**src/rtl/ebi_tx_ch_arb_if.sv**
```systemverilog
// ebi_tx_ch_arb_if
//   Signal bundle of the m1->m2 EBI transmit channel scheduler: per-channel
//   message requests, the beat stream towards the bus serializer, and the
//   credit return / credit status path.
//   master : the scheduler (ebi_tx_ch_arb)
//   slave  : the surrounding holding registers, serializer and credit source
interface ebi_tx_ch_arb_if #(
   parameter int NUM_CH   = 5,
   parameter int LEN_W    = 4,
   parameter int CREDIT_W = 4
);
   localparam int CH_W = $clog2(NUM_CH);

   logic [NUM_CH-1:0]          req_valid_i;
   logic [NUM_CH*LEN_W-1:0]    req_len_i;
   logic [NUM_CH-1:0]          req_ready_o;
   logic                       ser_valid_o;
   logic                       ser_ready_i;
   logic [CH_W-1:0]            ser_ch_o;
   logic [LEN_W-1:0]           ser_beat_o;
   logic                       ser_sof_o;
   logic                       ser_eof_o;
   logic [NUM_CH-1:0]          credit_ret_i;
   logic [NUM_CH*CREDIT_W-1:0] credit_cnt_o;
   logic                       credit_err_o;
   logic                       busy_o;

   modport master (
      input  req_valid_i, req_len_i, ser_ready_i, credit_ret_i,
      output req_ready_o, ser_valid_o, ser_ch_o, ser_beat_o, ser_sof_o,
             ser_eof_o, credit_cnt_o, credit_err_o, busy_o
   );

   modport slave (
      output req_valid_i, req_len_i, ser_ready_i, credit_ret_i,
      input  req_ready_o, ser_valid_o, ser_ch_o, ser_beat_o, ser_sof_o,
             ser_eof_o, credit_cnt_o, credit_err_o, busy_o
   );
endinterface

```
**src/rtl/ebi_tx_ch_arb.sv**
```systemverilog
// ebi_tx_ch_arb
//   Credit-aware channel scheduler of the m1->m2 EBI transmit path (m1_clk
//   domain). Picks one AR/AW/W/CR/CD message at a time, streams it beat by
//   beat to the serializer and keeps one credit counter per channel that is
//   spent at grant and refilled by credit returns from m2.
//   Optional feature macro: EBI_ARB_HI_PRIO_EN -- when defined, eligible
//   channels in HI_PRIO_MASK (snoop responses) win over all others so that
//   CR/CD never queue behind request traffic. Default build: plain
//   round-robin over all channels.
//   Requires NUM_CH >= 2.
module ebi_tx_ch_arb #(
   parameter int                NUM_CH       = 5,
   parameter int                LEN_W        = 4,
   parameter int                MAX_CREDIT   = 8,
   parameter int                CREDIT_W     = 4,
   parameter logic [NUM_CH-1:0] HI_PRIO_MASK = 5'b11000
) (
   input  logic            m1_clk,
   input  logic            rst,
   ebi_tx_ch_arb_if.master bus
);
   localparam int                  CH_W     = $clog2(NUM_CH);
   localparam int                  PW       = CH_W + 1;
   localparam logic [CH_W-1:0]     LAST_CH  = CH_W'(NUM_CH - 1);
   localparam logic [CREDIT_W-1:0] CRED_MAX = CREDIT_W'(MAX_CREDIT);

   // Priority class mask; an all-zero mask collapses the two-level pick
   // into a single round-robin over every channel.
`ifdef EBI_ARB_HI_PRIO_EN
   localparam logic [NUM_CH-1:0] HI_MASK_EFF = HI_PRIO_MASK;
`else
   localparam logic [NUM_CH-1:0] HI_MASK_EFF = HI_PRIO_MASK & {NUM_CH{1'b0}};
`endif

   typedef enum logic {
      ST_IDLE = 1'b0,
      ST_SEND = 1'b1
   } state_t;

   state_t              state_r;
   state_t              state_nxt_s;
   logic [CH_W-1:0]     ch_r;
   logic [LEN_W-1:0]    len_r;
   logic [LEN_W-1:0]    beat_r;
   logic                sof_r;
   logic                eof_r;
   logic [CH_W-1:0]     rr_ptr_r;
   logic [CREDIT_W-1:0] cred_r [NUM_CH];
   logic                err_r;

   logic                in_send_s;
   logic                accept_s;
   logic                eof_acc_s;
   logic                arb_en_s;
   logic [CH_W-1:0]     start_s;
   logic [NUM_CH-1:0]   elig_s;
   logic [NUM_CH-1:0]   hi_elig_s;
   logic [PW-1:0]       pick_s;
   logic                grant_s;
   logic [CH_W-1:0]     grant_ch_s;
   logic [NUM_CH-1:0]   grant_vec_s;
   logic [LEN_W-1:0]    len_raw_s;
   logic [LEN_W-1:0]    grant_len_s;
   logic [NUM_CH-1:0]   ovf_s;

   // Channel following ch, wrapping at NUM_CH.
   function automatic logic [CH_W-1:0] next_ch(input logic [CH_W-1:0] ch);
      return (ch == LAST_CH) ? {CH_W{1'b0}} : ch + CH_W'(1);
   endfunction

   // First set bit of elig at or after start, wrapping; MSB of result = found.
   // Scanning from the farthest offset down lets the nearest hit win.
   function automatic logic [PW-1:0] rr_pick(input logic [NUM_CH-1:0] elig,
                                             input logic [CH_W-1:0]   start);
      logic [PW-1:0] res;
      logic [PW-1:0] idx;
      res = {PW{1'b0}};
      idx = {PW{1'b0}};
      for (int i = NUM_CH - 1; i >= 0; i--) begin
         idx = {1'b0, start} + PW'(i);
         idx = (idx >= PW'(NUM_CH)) ? idx - PW'(NUM_CH) : idx;
         res = elig[idx[CH_W-1:0]] ? {1'b1, idx[CH_W-1:0]} : res;
      end
      return res;
   endfunction

   // Handshake decode, eligibility and grant selection for the current cycle
   always_comb begin
      in_send_s = (state_r == ST_SEND);
      accept_s  = in_send_s & bus.ser_ready_i;
      eof_acc_s = accept_s & eof_r;
      arb_en_s  = (state_r == ST_IDLE) | eof_acc_s;
      // On the closing beat the pointer is about to move past ch_r, so
      // search from there already to keep the no-bubble handover fair.
      start_s   = eof_acc_s ? next_ch(ch_r) : rr_ptr_r;
      elig_s    = {NUM_CH{1'b0}};
      for (int c = 0; c < NUM_CH; c++) begin
         elig_s[c] = bus.req_valid_i[c] & (cred_r[c] != {CREDIT_W{1'b0}})
                   & ~(in_send_s & (ch_r == CH_W'(c)));
      end
      hi_elig_s = elig_s & HI_MASK_EFF;
      pick_s    = (|hi_elig_s) ? rr_pick(hi_elig_s, start_s) : rr_pick(elig_s, start_s);
      grant_s   = arb_en_s & pick_s[PW-1];
      grant_ch_s = pick_s[CH_W-1:0];
      grant_vec_s = {NUM_CH{1'b0}};
      grant_vec_s[grant_ch_s] = grant_s;
      len_raw_s   = bus.req_len_i[int'(grant_ch_s) * LEN_W +: LEN_W];
      grant_len_s = (len_raw_s == {LEN_W{1'b0}}) ? LEN_W'(1) : len_raw_s;
   end

   // Credit overflow: a return with no simultaneous consume at the ceiling
   always_comb begin
      ovf_s = {NUM_CH{1'b0}};
      for (int c = 0; c < NUM_CH; c++) begin
         ovf_s[c] = bus.credit_ret_i[c] & ~grant_vec_s[c] & (cred_r[c] == CRED_MAX);
      end
   end

   // FSM state register
   always_ff @(posedge m1_clk) begin
      if (rst) begin
         state_r <= ST_IDLE;
      end else begin
         state_r <= state_nxt_s;
      end
   end

   // FSM next state: a grant on the closing beat keeps SEND without a bubble
   always_comb begin
      state_nxt_s = state_r;
      case (state_r)
         ST_IDLE: begin
            if (grant_s) state_nxt_s = ST_SEND;
            else         state_nxt_s = ST_IDLE;
         end
         ST_SEND: begin
            if (eof_acc_s & ~grant_s) state_nxt_s = ST_IDLE;
            else                      state_nxt_s = ST_SEND;
         end
         default: state_nxt_s = ST_IDLE;
      endcase
   end

   // FSM outputs; req_ready is combinational so the holding register drops
   // its valid at the same edge that completes the message
   always_comb begin
      bus.ser_valid_o  = in_send_s;
      bus.busy_o       = in_send_s;
      bus.ser_ch_o     = ch_r;
      bus.ser_beat_o   = beat_r;
      bus.ser_sof_o    = sof_r;
      bus.ser_eof_o    = eof_r;
      bus.credit_err_o = err_r;
      bus.req_ready_o  = {NUM_CH{1'b0}};
      bus.req_ready_o[ch_r] = eof_acc_s;
      bus.credit_cnt_o = {(NUM_CH*CREDIT_W){1'b0}};
      for (int c = 0; c < NUM_CH; c++) begin
         bus.credit_cnt_o[c*CREDIT_W +: CREDIT_W] = cred_r[c];
      end
   end

   // Message context: latched at grant, stepped per accepted beat, cleared when idle
   always_ff @(posedge m1_clk) begin
      if (rst) begin
         ch_r   <= {CH_W{1'b0}};
         len_r  <= {LEN_W{1'b0}};
         beat_r <= {LEN_W{1'b0}};
         sof_r  <= 1'b0;
         eof_r  <= 1'b0;
      end else if (grant_s) begin
         ch_r   <= grant_ch_s;
         len_r  <= grant_len_s;
         beat_r <= {LEN_W{1'b0}};
         sof_r  <= 1'b1;
         eof_r  <= (grant_len_s == LEN_W'(1));
      end else if (eof_acc_s) begin
         ch_r   <= {CH_W{1'b0}};
         len_r  <= {LEN_W{1'b0}};
         beat_r <= {LEN_W{1'b0}};
         sof_r  <= 1'b0;
         eof_r  <= 1'b0;
      end else if (accept_s) begin
         beat_r <= beat_r + LEN_W'(1);
         sof_r  <= 1'b0;
         eof_r  <= ((beat_r + LEN_W'(1)) == (len_r - LEN_W'(1)));
      end
   end

   // Round-robin pointer moves past the channel whose message just completed
   always_ff @(posedge m1_clk) begin
      if (rst) begin
         rr_ptr_r <= {CH_W{1'b0}};
      end else if (eof_acc_s) begin
         rr_ptr_r <= next_ch(ch_r);
      end
   end

   // Per-channel credit counters: spend at grant, refill on return, saturate at max
   always_ff @(posedge m1_clk) begin
      for (int c = 0; c < NUM_CH; c++) begin
         if (rst) begin
            cred_r[c] <= CRED_MAX;
         end else begin
            case ({bus.credit_ret_i[c], grant_vec_s[c]})
               2'b10: begin
                  if (cred_r[c] != CRED_MAX) cred_r[c] <= cred_r[c] + CREDIT_W'(1);
               end
               2'b01:   cred_r[c] <= cred_r[c] - CREDIT_W'(1);
               default: cred_r[c] <= cred_r[c];
            endcase
         end
      end
   end

   // Sticky credit error flag
   always_ff @(posedge m1_clk) begin
      if (rst) begin
         err_r <= 1'b0;
      end else if (|ovf_s) begin
         err_r <= 1'b1;
      end
   end
endmodule

```
**src/flat_wrapper.sv**
```systemverilog
// flat-port wrapper written by rule: the top's interface ports become plain ports
module ebi_tx_ch_arb_flat 
#(
   parameter int                NUM_CH       = 5,
   parameter int                LEN_W        = 4,
   parameter int                MAX_CREDIT   = 8,
   parameter int                CREDIT_W     = 4,
   parameter logic [NUM_CH-1:0] HI_PRIO_MASK = 5'b11000
)
  (m1_clk, rst, bus_req_valid_i, bus_req_len_i, bus_ser_ready_i, bus_credit_ret_i, bus_req_ready_o, bus_ser_valid_o, bus_ser_ch_o, bus_ser_beat_o, bus_ser_sof_o, bus_ser_eof_o, bus_credit_cnt_o, bus_credit_err_o, bus_busy_o);
  ebi_tx_ch_arb_if #(.NUM_CH(NUM_CH), .LEN_W(LEN_W), .CREDIT_W(CREDIT_W)) bus_i ();
  input  logic m1_clk;
  input  logic rst;
  input wire logic [$bits(bus_i.req_valid_i)-1:0] bus_req_valid_i;
  input wire logic [$bits(bus_i.req_len_i)-1:0] bus_req_len_i;
  input wire logic [$bits(bus_i.ser_ready_i)-1:0] bus_ser_ready_i;
  input wire logic [$bits(bus_i.credit_ret_i)-1:0] bus_credit_ret_i;
  output wire logic [$bits(bus_i.req_ready_o)-1:0] bus_req_ready_o;
  output wire logic [$bits(bus_i.ser_valid_o)-1:0] bus_ser_valid_o;
  output wire logic [$bits(bus_i.ser_ch_o)-1:0] bus_ser_ch_o;
  output wire logic [$bits(bus_i.ser_beat_o)-1:0] bus_ser_beat_o;
  output wire logic [$bits(bus_i.ser_sof_o)-1:0] bus_ser_sof_o;
  output wire logic [$bits(bus_i.ser_eof_o)-1:0] bus_ser_eof_o;
  output wire logic [$bits(bus_i.credit_cnt_o)-1:0] bus_credit_cnt_o;
  output wire logic [$bits(bus_i.credit_err_o)-1:0] bus_credit_err_o;
  output wire logic [$bits(bus_i.busy_o)-1:0] bus_busy_o;
  assign bus_i.req_valid_i = bus_req_valid_i;
  assign bus_i.req_len_i = bus_req_len_i;
  assign bus_i.ser_ready_i = bus_ser_ready_i;
  assign bus_i.credit_ret_i = bus_credit_ret_i;
  assign bus_req_ready_o = bus_i.req_ready_o;
  assign bus_ser_valid_o = bus_i.ser_valid_o;
  assign bus_ser_ch_o = bus_i.ser_ch_o;
  assign bus_ser_beat_o = bus_i.ser_beat_o;
  assign bus_ser_sof_o = bus_i.ser_sof_o;
  assign bus_ser_eof_o = bus_i.ser_eof_o;
  assign bus_credit_cnt_o = bus_i.credit_cnt_o;
  assign bus_credit_err_o = bus_i.credit_err_o;
  assign bus_busy_o = bus_i.busy_o;
  ebi_tx_ch_arb #(.NUM_CH(NUM_CH), .LEN_W(LEN_W), .MAX_CREDIT(MAX_CREDIT), .CREDIT_W(CREDIT_W), .HI_PRIO_MASK(HI_PRIO_MASK)) u_core (.m1_clk(m1_clk), .rst(rst), .bus(bus_i));
endmodule
```
**config.mk**
```make
export PLATFORM = sky130hd
export DESIGN_NAME = ebi_tx_ch_arb_flat
export DESIGN_NICKNAME = d
export VERILOG_FILES = /design/src/rtl/ebi_tx_ch_arb_if.sv /design/src/rtl/ebi_tx_ch_arb.sv /design/src/flat_wrapper.sv
export SDC_FILE = /design/constraint.sdc
export NUM_CORES = 1
export LEC_CHECK = 0
export ABC_AREA = 1
export CORE_UTILIZATION = 35
export DETAILED_ROUTE_END_ITERATION = 6
export PLACE_DENSITY = 0.62
export SYNTH_ARGS = -nofsm -noshare
export SYNTH_HDL_FRONTEND = slang
export SYNTH_SLANG_ARGS = --single-unit
```
**constraint.sdc**
```tcl
create_clock -name m1_clk -period 9.4 [get_ports m1_clk]
set_input_delay 2.82 -clock m1_clk [delete_from_list [all_inputs] [get_ports m1_clk]]
set_output_delay 2.82 -clock m1_clk [all_outputs]
set_load 0.01 [all_outputs]
```
==> run_results.csv <==
group,metric,value,unit
synthesis,ys_warn_count,0,
timing,setup_viol,0,
synthesis,syn_area_per_cell,6.80,um2
clocking,clock_latency,0.30,ns
clocking,cts_made_buffers,5,
flow_run,drv_cap,0,
final_layout,final_nets,702,
global_routing,grt_pass1_vias,3688,
global_routing,overflow,0,
floorplan,dieArea,0.0114,mm2
drt,drt-initial-drc-count,169,
power_and_ir_drop,p_int,0.652,mW
hold_path,whs_endpoint,"u_core.bus.ser_sof_o",
worst_setup_path,critPathCaptureType,"flip-flop",
timing,max_slew_margin,0.454,
worst_setup_path,crit_slowest_cell,"clkdlybuf4s50_1",
hold_path,holdPathStages,2,
timing,slew_violations,0,
worst_setup_path,worstSetupStartpointType,"input pin",
final_layout,diodes,0,
floorplan,initial_core_util,0.366,
global_routing,grt_antenna_before_repair,0,
synthesis,ys_seq_area_frac,0.251,
final_layout,area_growth,23.2,%
clocking,max-clock-path-buffers,2,
worst_setup_path,reg2reg_slack,3.58,ns
power_and_ir_drop,total_leakage_power,2.25,nW
worst_setup_path,r2r_end,"u_core.cred_r[4][3]",
hold_path,worstHoldStart,"u_core.bus.ser_sof_o",
timing,rsz0062_at_grt,"false",
synthesis,synth_top_area_cell,"edfxtp_1",
timing,tightest_slew,0.816,ns
drt,drt_first_pass_iters,4,
global_routing,grt_pass1_wl,16600,um
power_and_ir_drop,clkPwrFrac,0.081,
clocking,htree_num_levels,2,
synthesis,synthArstFlopShare,0,
synthesis,synth_area_leaders,"edfxtp_1, ha_1, nand2_1, dfxtp_1, nand3_1",
drt,wl_per_cell,12.9,um
timing,fin_crit_sh,0.867,
clocking,hold_buffers,0,
place,gp_congestion,0.923,
drt,viasPerCell,5.08,
worst_setup_path,worstPathArrival,8.20,ns
global_routing,grtUsageTotal,0.179,
power_and_ir_drop,switchingPower,0.692,mW
power_and_ir_drop,p_per_area,285,mW/mm2
synthesis,synth_common_cells,"nand2_1, inv_1, nand3_1",
worst_setup_path,r2r_cells,32,
worst_setup_path,critical_path_class,"input pin to flip-flop",
floorplan,pin_count,70,
floorplan,coreArea,0.0105,mm2
power_and_ir_drop,ir_worst_vdd,102,uV
drt,ant_nets,0,
synthesis,synthCells,563,
clocking,cts.repair.resized,0,
worst_setup_path,max_stage_delay,0.53,ns
power_and_ir_drop,comb_power_share,0.698,
timing,fmax,123,MHz
synthesis,ys_seq_elements,38,
power_and_ir_drop,netSwitchingFraction,0.515,
timing,finalCriticalPeriod,8.15,ns
worst_setup_path,r2r_start,"u_core.bus.ser_ch_o[0]",
final_layout,utilization,0.451,
floorplan,dieHeight,107,um
drt,drc_errors,0,
timing,hold_viol,0,
status,run_status,"completed",
clocking,clock_sinks,38,
final_layout,layout-drive-gt1-share,0.0853,
timing,clock_skew,0.0146,ns
clocking,clk_pin_slew,0.07,ns
clocking,cts_tree,"done",
worst_setup_path,crit_top_cell,"nand2_1",
synthesis,synth-edff-count,20,
power_and_ir_drop,pwr-share-seq,0.221,
floorplan,die_x,107,um
clocking,root_buffer,"clkbuf_8",
global_routing,grt_max_degree,20,
worst_setup_path,crit_fanout,12,
worst_setup_path,cp.required,9.44,ns
synthesis,synth_cell_types,41,
synthesis,synth_area,0.00383,mm2
clocking,post_cts_buffers,0,
timing,fin_tns_setup,0,ns
drt,wirelength,9940,um
synthesis,syn_nets,633,
place,dpl.hpwl,8000,um
synthesis,synth_top_area_frac,0.157,
floorplan,rows,37,
synthesis,synthFlopType,"edfxtp_1",
place,port_buffers,69,
drt,dr_total_vias,3909,
synthesis,yosysMostFrequentCell,"nand2_1",
hold_path,min_path_type,"flip-flop to flip-flop",
[layout make-up]
type / count / area (um2)
clock buffers: 7 / 76.3
clock inverters: 1 / 3.75
fillers: 1075 / 5750
inverters: 90 / 338
multi-input cells: 428 / 2480
flip-flops and latches: 38 / 961
well taps: 136 / 170
repair buffers: 69 / 691
[worst max-delay path by stage]
stage                               start                  end  slack, ns  depth (start not counted)
after detailed placement  bus_ser_ready_i  u_core.cred_r[4][3]       1.01                         31
after global routing      bus_ser_ready_i  u_core.cred_r[4][3]       0.85                         31
after CTS                 bus_ser_ready_i  u_core.cred_r[4][3]       1.31                         31
after floorplan           bus_ser_ready_i  u_core.cred_r[4][3]       2.42                         31
final                     bus_ser_ready_i  u_core.cred_r[4][3]       1.25                         31
after global placement    bus_ser_ready_i  u_core.cred_r[4][3]       1.28                         30
[cells in the final DEF, fill, tap and decap left out, drive strengths merged]
cell | Yosys | layout
a211o | 3 | 3
a211oi | 2 | 2
a21boi | 1 | 1
a21o | 1 | 1
a21oi | 26 | 26
clkbuf | 3 | 7
clkdlybuf4s50 | 0 | 69
clkinv | 1 | 2
dfxtp | 18 | 18
edfxtp | 20 | 20
fa | 2 | 2
ha | 35 | 35
inv | 89 | 89
nand2 | 137 | 137
nand3 | 73 | 73
nand3b | 1 | 1
nand4 | 10 | 10
nor2 | 63 | 63
nor3 | 8 | 8
nor4 | 1 | 1
o21ai | 31 | 31
o22ai | 6 | 6
o31ai | 3 | 3
o41ai | 3 | 3
or2 | 1 | 1
xnor2 | 7 | 7
xor2 | 14 | 14
[per-layer routing]
layer  vias to the layer above  track usage  wire [um]
li1                       1985            -          -
met1                      1806        0.227       4540
met2                       106        0.313       4770
met3                        12       0.0225        460
met4                         0       0.0568        169
met5                         -            0          0
[cell families (layout without fill, tap and decap cells)]
logic type / count (synthesis) / after routing / share of synthesized area
DFF: 38 / 38 / 0.251
adders and majority gates: 37 / 37 / 0.125
and+or+nand+nor: 294 / 294 / 0.353
AOI/OAI and AO/OA: 76 / 76 / 0.122
xor gates and xnor gates: 21 / 21 / 0.0480
buffers and inverters: 97 / 167 / 0.102
[critical path: cells and delay by family]
family | cells | cell delay [ns]
buffers and inverters | 7 | 1.06
XOR/XNOR | 1 | 0.17
AND/OR/NAND/NOR | 14 | 2.16
adder cells (fa/ha/maj) | 4 | 1.14
AO/OA/AOI/OAI | 5 | 0.84
[power groups by stage]
| stage | Clock [mW] | Combinational, mW | Sequential [mW] |
|---|---|---|---|
| after global placement | 0 | 0.920 | 0.299 |
| after detailed placement | 0 | 0.934 | 0.302 |
| after global routing | 0.119 | 1.07 | 0.306 |
| after floorplan | 0 | 0.676 | 0.310 |
| after CTS | 0.111 | 0.938 | 0.298 |
| final | 0.109 | 0.939 | 0.297 |
[flip-flops by register name, indices dropped and copies added (netlist names), 3 cells and up]
register and cells:
u_core.cred_r 20, u_core.bus.ser_ch_o 3, u_core.rr_ptr_r 3, u_core.len_r 4, u_core.bus.ser_beat_o 4
[stage by stage]
stage	power (mW)	setup slack (ns)	instance area (um2)	hold WS, ns	std cells
CTS	1.35	1.31	4720	0.496	769
global route	1.49	0.854	4720	0.531	769
floorplan	0.986	2.42	3830	0.474	563
detailed placement	1.24	1.01	4640	0.486	761
finish	1.34	1.25	4720	0.492	769
global placement	1.22	1.28	4640	0.490	761
Power figures use the tool's default switching activity.
